===== config.mk =====
export PLATFORM = sky130hd
export DESIGN_NAME = cache_line_xfer
export DESIGN_NICKNAME = d
export VERILOG_FILES = /design/src/rtl/cache_line_xfer.sv
export SDC_FILE = /design/constraint.sdc
export NUM_CORES = 1
export LEC_CHECK = 0
export CORE_MARGIN = 10
export CORE_UTILIZATION = 43
export DETAILED_ROUTE_END_ITERATION = 8
export GPL_ROUTABILITY_DRIVEN = 0
export PLACE_DENSITY = 0.81
export SLEW_MARGIN = 20
export SYNTH_ARGS = -nofsm -noshare
export SYNTH_HDL_FRONTEND = slang
export SYNTH_SLANG_ARGS = --single-unit

===== constraint.sdc =====
create_clock -name clk -period 4.02 [get_ports clk]
set_clock_uncertainty 0.05 [all_clocks]
set_input_delay 0.804 -clock clk [delete_from_list [all_inputs] [get_ports clk]]
set_output_delay 0.804 -clock clk [all_outputs]
set_load 0.05 [all_outputs]

===== src/rtl/cache_line_xfer.sv =====
// Line-transfer engine: splits one refill/write-back line command into NWORDS word
// requests, gathers out-of-order responses, and returns the completed line.
// Optional critical-word-first issue order: define CACHE_LINE_XFER_CRIT_WORD_FIRST_EN.
module cache_line_xfer #(
  parameter int NWORDS = 4,
  parameter int AW     = 32,
  parameter int DW     = 32,
  parameter int OW     = $clog2(NWORDS)
) (
  input  logic                 clk,
  input  logic                 reset,
  input  logic                 cmd_val,
  output logic                 cmd_rdy,
  input  logic                 cmd_rw,
  input  logic [AW-1:0]        cmd_addr,
  input  logic [NWORDS*DW-1:0] cmd_wdata,
  output logic                 memreq_val,
  input  logic                 memreq_rdy,
  output logic                 memreq_type,
  output logic [AW-1:0]        memreq_addr,
  output logic [DW-1:0]        memreq_data,
  output logic [OW-1:0]        memreq_opaque,
  input  logic                 memresp_val,
  output logic                 memresp_rdy,
  input  logic [OW-1:0]        memresp_opaque,
  input  logic [DW-1:0]        memresp_data,
  output logic                 line_val,
  input  logic                 line_rdy,
  output logic                 line_rw,
  output logic [NWORDS*DW-1:0] line_data
);
  localparam int LW = NWORDS * DW;
  localparam int CW = $clog2(NWORDS) + 1;
  localparam int BB = $clog2(DW / 8);
  localparam logic [AW-1:0] ALIGN = ~(AW'(NWORDS * DW / 8 - 1));

  localparam logic [1:0] S_IDLE = 2'd0;
  localparam logic [1:0] S_BUSY = 2'd1;
  localparam logic [1:0] S_DONE = 2'd2;

  logic [1:0]        state_q, state_d;
  logic [AW-1:0]     addr_q, addr_d;
  logic              rw_q, rw_d;
  logic [LW-1:0]     line_q, line_d;
  logic [CW-1:0]     req_cnt_q, req_cnt_d;
  logic [CW-1:0]     resp_cnt_q, resp_cnt_d;
  logic [NWORDS-1:0] mask_q, mask_d;
  logic [OW-1:0]     start_q, start_d;
  logic [OW-1:0]     idx;
  logic              req_fire, resp_fire, resp_ok;

  assign idx         = start_q + req_cnt_q[OW-1:0];
  assign cmd_rdy     = (state_q == S_IDLE);
  assign memresp_rdy = (state_q == S_BUSY);
  assign line_val    = (state_q == S_DONE);
  assign line_rw     = rw_q;
  assign line_data   = line_q;

  // Request fields are built from registered state only and idle at zero.
  assign memreq_val    = (state_q == S_BUSY) && (req_cnt_q < CW'(NWORDS));
  assign memreq_type   = rw_q;
  assign memreq_opaque = memreq_val ? idx : '0;
  assign memreq_addr   = memreq_val ? (addr_q | (AW'(idx) << BB)) : '0;
  assign memreq_data   = (memreq_val && rw_q) ? line_q[idx*DW +: DW] : '0;

  assign req_fire  = memreq_val && memreq_rdy;
  assign resp_fire = memresp_val && memresp_rdy;
  // Duplicate or unrequested responses are swallowed without being counted.
  assign resp_ok   = resp_fire && !mask_q[memresp_opaque] && (req_cnt_q > resp_cnt_q);

  always_comb begin
    state_d    = state_q;
    addr_d     = addr_q;
    rw_d       = rw_q;
    line_d     = line_q;
    req_cnt_d  = req_cnt_q;
    resp_cnt_d = resp_cnt_q;
    mask_d     = mask_q;
    start_d    = start_q;
    case (state_q)
      S_IDLE: begin
        if (cmd_val) begin
          addr_d     = cmd_addr & ALIGN;
          rw_d       = cmd_rw;
          line_d     = cmd_rw ? cmd_wdata : '0;
          req_cnt_d  = '0;
          resp_cnt_d = '0;
          mask_d     = '0;
`ifdef CACHE_LINE_XFER_CRIT_WORD_FIRST_EN
          start_d    = cmd_addr[BB +: OW];
`else
          start_d    = '0;
`endif
          state_d    = S_BUSY;
        end
      end
      S_BUSY: begin
        if (req_fire) req_cnt_d = req_cnt_q + 1'b1;
        if (resp_ok) begin
          resp_cnt_d             = resp_cnt_q + 1'b1;
          mask_d[memresp_opaque] = 1'b1;
          if (!rw_q) line_d[memresp_opaque*DW +: DW] = memresp_data;
        end
        if (resp_cnt_d == CW'(NWORDS)) state_d = S_DONE;
      end
      S_DONE: begin
        if (line_rdy) state_d = S_IDLE;
      end
      default: state_d = S_IDLE;
    endcase
  end

  always_ff @(posedge clk or negedge reset) begin
    if (!reset) begin
      state_q    <= S_IDLE;
      addr_q     <= '0;
      rw_q       <= 1'b0;
      line_q     <= '0;
      req_cnt_q  <= '0;
      resp_cnt_q <= '0;
      mask_q     <= '0;
      start_q    <= '0;
    end else begin
      state_q    <= state_d;
      addr_q     <= addr_d;
      rw_q       <= rw_d;
      line_q     <= line_d;
      req_cnt_q  <= req_cnt_d;
      resp_cnt_q <= resp_cnt_d;
      mask_q     <= mask_d;
      start_q    <= start_d;
    end
  end

endmodule


Word-level counts from Yosys, hierarchy flattened
Index checks and enable logic that the tools add are counted.
{"block": "classes", "n_eq_ne": 9, "n_mux": 26, "n_addsub": 3, "n_bitwise": 2, "reduce_logical": 16, "n_lt_le_gt_ge": 4, "shifts": 3}
{"op": "2-to-1 mux 128 bit", "count": 4}
{"op": "one-hot mux 128 bit (2 select lines)", "count": 1}
{"op": "bitwise mux 128 bit", "count": 1}
{"op": "variable shift 32 x 34 -> 128 bit (first input constant)", "count": 1}
{"op": "variable part select 128 x 8 -> 32 bit", "count": 1}
{"op": "variable part select 32 x 34 -> 128 bit", "count": 1}
{"op": "2-to-1 mux 32 bit", "count": 2}
{"op": "negation 7 -> 34 bit", "count": 1}
{"op": "OR 32 x 4 -> 32 bit", "count": 1}
{"op": "2-to-1 mux 3 bit", "count": 4}
{"op": "one-hot mux 3 bit (2 select lines)", "count": 2}
{"op": "AND reduction 3 bit", "count": 3}
{"op": "2-to-1 mux 2 bit", "count": 4}
{"op": "2-to-1 mux 4 bit", "count": 2}
{"op": "inequality test 2 x 1 -> 1 bit (second input constant)", "count": 4}
{"op": "one-hot mux 4 bit (2 select lines)", "count": 1}
{"op": "logical AND 1 bit", "count": 7}
{"op": "adder 3 x 1 -> 3 bit (second input constant)", "count": 2}
{"op": "one-hot mux 2 bit (3 select lines)", "count": 1}
{"op": "inequality test 2 bit (second input constant)", "count": 2}
{"op": "OR 4 bit", "count": 1}
{"op": "AND reduction 2 bit", "count": 2}
{"op": "AND reduction 4 bit", "count": 1}
{"op": "== test 3 bit (second input constant)", "count": 1}
{"op": "12 further kinds", "count": 13}
{"block": "word_totals", "inputBits": 201, "reg_bits": 169, "word_cells": 70, "out_inout_bits": 200}

Longest topological paths before layout
{"block": "logic_depth", "word_depth": 10, "mapped_depth": 10, "ltp_nobuf": 6}

Worst setup path after synthesis
OpenSTA, ideal clock, no wires.
{"block": "synth_path", "path_kind": "reg-to-output", "start": "register req_cnt_q[0]", "end": "output port memreq_opaque[0]", "required_time_ns": 3.166, "slack_ns": 0.354, "path_stages_with_launch": 6, "arrival_ns": 2.812, "n_path_buf": 3, "path_cell_list": "dfrtp_1 > clkbuf_1 > buf_1 > inv_1 > nor3_1 > buf_4"}
{"block": "synth_between", "elab_chain_len": 3}
{"element": "from (decl)", "line_no": "45", "rtl": "logic [CW-1:0] req_cnt_q, req_cnt_d;"}
{"element": "from (signal assigned)", "line_no": "128", "rtl": "req_cnt_q <= req_cnt_d;"}
{"element": "less-than comparator 3 bit", "line_no": "60", "rtl": "assign memreq_val = (state_q == S_BUSY) && (req_cnt_q < CW'(NWORDS));"}
{"element": "logical AND 1 bit", "line_no": "60"}
{"element": "2-to-1 mux 2 bit *", "line_no": "62", "rtl": "assign memreq_opaque = memreq_val ? idx : '0;"}
{"element": "to (decl)", "line_no": "22", "rtl": "output logic [OW-1:0] memreq_opaque,"}
Mark *: on every way between the ends. The rest lies on a longest branch, timed or not.

Worst setup path in the final report
{"block": "layout_path", "start": "register state_q[1]", "end": "output port memreq_data[31]"}
{"block": "layout_between", "elab_chain_len": 4}
{"element": "from (decl)", "line_no": "41", "rtl": "logic [1:0] state_q, state_d;"}
{"element": "from (signal assigned)", "line_no": "124", "rtl": "state_q <= state_d;"}
{"element": "== test 2 x 1 -> 1 bit", "line_no": "60"}
{"element": "logical AND 1 bit", "line_no": "60"}
{"element": "logical AND 1 bit", "line_no": "64", "rtl": "assign memreq_data = (memreq_val && rw_q) ? line_q[idx*DW +: DW] : '0;"}
{"element": "2-to-1 mux 32 bit", "line_no": "64"}
{"element": "to (decl)", "line_no": "21", "rtl": "output logic [DW-1:0] memreq_data,"}
Every way passes these cells.

==> results.cfg <==
[run_status]
status = finished, final reports clean

[setup_path]
timing.critical_path.buf_inv = 2
endpoint_kind = output pin
critical_path.max_stage_delay_ps = 910
cell_type_group_with_the_largest_total_delay_on_the_critical_path = buffers and inverters
cp_num_cells = 5
crit_path_category = reg2out
critical_path.cell_chain = nand2b_1 > nor2_4 > buf_4 > and3_1 > clkdlybuf4s50_1
timing.reg2reg.worst_path_depth = 6
cp.required_ps = 3170
critical-path-slowest-cell = sky130_fd_sc_hd__clkdlybuf4s50_1
arrival_ps = 2810
critPathMaxFanout = 24
worstSetupStartpointType = register

[routing]
detail_route.wirelength_mm = 41.8
drtAntennaViolNets = 0
routed_wire_length_per_instance_um = 26.9
detailedRoute.firstIterationViolations = 1044
drt_drc = 0
viasPerCell = 6.38
dr_total_vias = 9915
drt_first_pass_iters = 5

[sta]
finalSetupTns_ps = 0
max_clock_freq_ghz = 0.273
post-route-period-util_pct = 91.2
slew_limit_headroom_pct = 22.3
report.final.hold_viol_count = 0
worst_slew_pin_slew_ps = 1160
setup_viol_count_final = 0
rsz0062_at_grt = no
maxSlewViolCount = 0
final.min_clock_period_ps = 3660

[synthesis]
synth.cell_area_mm2 = 0.00927
synth_seq_cells = 169
yosys_warnings = 0
yosys.area.top_type_share_pct = 45.6
synth_cell_type_count = 37
post_synth_inst_count = 935
synth_area_per_cell_um2 = 9.91
yosys.area.top_type = sky130_fd_sc_hd__dfrtp_1
ys_seq_area_share_pct = 45.6
post_synth_main_area_contributors = sky130_fd_sc_hd__dfrtp_1 46%, sky130_fd_sc_hd__a32oi_1 12%, sky130_fd_sc_hd__a22oi_1 10%

[pwr]
sequential_group_share_of_total_power_pct = 22.1
combPwrFrac_pct = 66.4
power_density_mw_per_mm2 = 1050
max-vdd-ir-drop_mv = 0.480
clock_power_share_pct = 11.5
power_report.internal_total_uw = 6900
power.leakage_uw = 0.00543
power_switching_share_pct = 53.6
p_sw_uw = 7970

[clocking]
post_cts_resize_count = 0
insertion_delay_ps = 420
tritoncts = built
cts_stage_hold_buffer_count = 0
count_of_h_tree_levels_built_during_cts = 4
cts-root-buf = sky130_fd_sc_hd__clkbuf_16
tritoncts.num_buffers = 17
clock_sink_count = 169
cts_post_setup_buffers_inserted = 0
clkTransAtPathRegs_ps = 70
clock_tree.buffer_depth = 2

[finish]
layout.cell_area.non_filler_mm2 = 0.0141
drive_gt1_share_pct = 9.15
stdcell_count = 1555
most-common-layout-cells = 393 x sky130_fd_sc_hd__clkdlybuf4s50_1, 166 x sky130_fd_sc_hd__dfrtp_1, 138 x sky130_fd_sc_hd__nor2_1
syn2layout_area_growth_pct = 52.4
nets = 1478
layout_commonest_cell = sky130_fd_sc_hd__clkdlybuf4s50_1
fin_util_pct = 67.0

[floorplan]
core_area_mm2 = 0.0211
die_outline_area_mm2 = 0.0278
fp-row-count = 53
ios = 401
vertical_extent_of_the_die_um = 167
start_util_pct = 44.0
dieWidth_um = 167

[placement]
dpl.cell_count = 1523
placed_cell_area_mm2 = 0.0135
placement.io_buffers = 394
post_detail_place_hpwl_mm = 29.2

[grt]
globalRouteOverflowTotal = 0
wire_length_of_the_first_global_routing_pass_mm = 62.9
grt_antenna_before_repair = 3
vias_in_the_first_global_route = 10100
grt_max_degree = 76
grt_resource_usage_total_pct = 28.5

[hold_path]
hp-class = in2async

[job]
timing.max_cap.violations = 0
==> area by class of cell <==
| cell class | count | area [um2] |
|---|---|---|
| fillers | 1649 | 6960 |
| multi-input cells | 643 | 4620 |
| repair buffers | 429 | 4300 |
| flip-flops and latches | 169 | 4230 |
| clock buffers | 18 | 429 |
| well taps | 275 | 344 |
| clock inverters | 13 | 170 |
| inverters | 7 | 26.3 |
| diodes | 1 | 2.50 |
==> worst register-to-register path: stages, from the launching register on <==
cell and delay [ps]:
sky130_fd_sc_hd__dfrtp_1 400, sky130_fd_sc_hd__nand2b_1 380, sky130_fd_sc_hd__inv_1 290, sky130_fd_sc_hd__nand3_1 260, sky130_fd_sc_hd__or4_2 680, sky130_fd_sc_hd__buf_4 280, sky130_fd_sc_hd__a32oi_1 250
==> logic make-up after synthesis <==
group | after synthesis | share of synthesized area, %
adder cells (fa/ha/maj) | 10 | 1.35
flip-flops | 169 | 45.6
XOR/XNOR | 1 | 0.0945
AND/OR/NAND/NOR | 319 | 15.4
multiplexers | 35 | 8.23
other | 1 | 0.0405
AO/OA/AOI/OAI | 276 | 23.8
buffers and inverters | 124 | 5.48
==> metal layers <==
layer | track usage [%] | wire [um] | share of wire, % | vias to the layer above
li1 | - | - | - | 4232
met1 | 34.0 | 15800 | 38 | 4929
met2 | 47.1 | 20400 | 49 | 658
met3 | 9.79 | 4430 | 11 | 92
met4 | 9.58 | 1180 | 2.8 | 4
met5 | 0 | 32 | 0.076 | -
==> flip-flops by register name, summed over array words and instances, names as in the netlist <==
register	count
state_q	2
resp_cnt_q	3
line_rw	1
req_cnt_q	3
line_data	128
addr_q	28
mask_q	4
==> cells in the mapped netlist <==
master,number
sky130_fd_sc_hd__nand3_1,5
sky130_fd_sc_hd__nand2_1,93
sky130_fd_sc_hd__a31oi_1,5
sky130_fd_sc_hd__nor3b_1,2
sky130_fd_sc_hd__and4_1,1
sky130_fd_sc_hd__nor3_1,2
sky130_fd_sc_hd__conb_1,1
sky130_fd_sc_hd__nor4_1,1
sky130_fd_sc_hd__clkbuf_1,89
sky130_fd_sc_hd__nor2b_1,2
sky130_fd_sc_hd__dfrtp_1,169
sky130_fd_sc_hd__inv_1,7
sky130_fd_sc_hd__o2111ai_1,1
sky130_fd_sc_hd__buf_1,4
sky130_fd_sc_hd__nor4b_1,1
sky130_fd_sc_hd__a211o_1,1
sky130_fd_sc_hd__and4b_1,1
sky130_fd_sc_hd__a21oi_1,7
sky130_fd_sc_hd__nor2_1,139
sky130_fd_sc_hd__nand3b_1,1
sky130_fd_sc_hd__buf_2,19
sky130_fd_sc_hd__nand2b_1,2
sky130_fd_sc_hd__xnor2_1,1
sky130_fd_sc_hd__and2_1,31
sky130_fd_sc_hd__o311ai_0,1
sky130_fd_sc_hd__and3_1,34
sky130_fd_sc_hd__o31ai_1,1
sky130_fd_sc_hd__a21o_1,1
sky130_fd_sc_hd__a31o_2,1
sky130_fd_sc_hd__mux2i_1,2
sky130_fd_sc_hd__ha_1,10
sky130_fd_sc_hd__o21ai_1,2
sky130_fd_sc_hd__mux4_2,33
sky130_fd_sc_hd__a22oi_1,128
sky130_fd_sc_hd__a32oi_1,128
sky130_fd_sc_hd__or4_1,4
sky130_fd_sc_hd__buf_4,5
==> power groups by stage <==
stage | logic (uW) | clock network [uW] | registers (uW)
final | 9880 | 1700 | 3290
after floorplan | 4330 | 0 | 5130
after global routing | 10300 | 1800 | 3390
after global placement | 9690 | 0 | 3240
after CTS | 9860 | 1720 | 3270
after detailed placement | 9830 | 0 | 3280
==> metrics by stage <==
stage          setup slack, ps  total power, uW  hold slack (ps)
2_1_floorplan              354             9460              387
3_3_place_gp               477            12900              400
3_5_place_dp               427            13100              405
4_1_cts                    338            14900              362
5_1_grt                    187            15500              375
6_report                   355            14900              349
==> worst paths after layout <==
path                                        endpoint  slack, ps                    from
max                                  memreq_data[31]        360  state_q[1]$_DFFE_PN0P_
min                           addr_q[25]$_DFFE_PN0P_        350                   reset
max reg2reg                line_data[50]$_DFFE_PN0P_       1340  state_q[1]$_DFFE_PN0P_
min reg2reg                   addr_q[25]$_DFFE_PN0P_        420  addr_q[25]$_DFFE_PN0P_
max in group asynchronous  line_data[84]$_DFFE_PN0P_       2670                   reset
min in group clk              addr_q[25]$_DFFE_PN0P_        420  addr_q[25]$_DFFE_PN0P_
No activity file was read; power rests on OpenSTA's default activity.
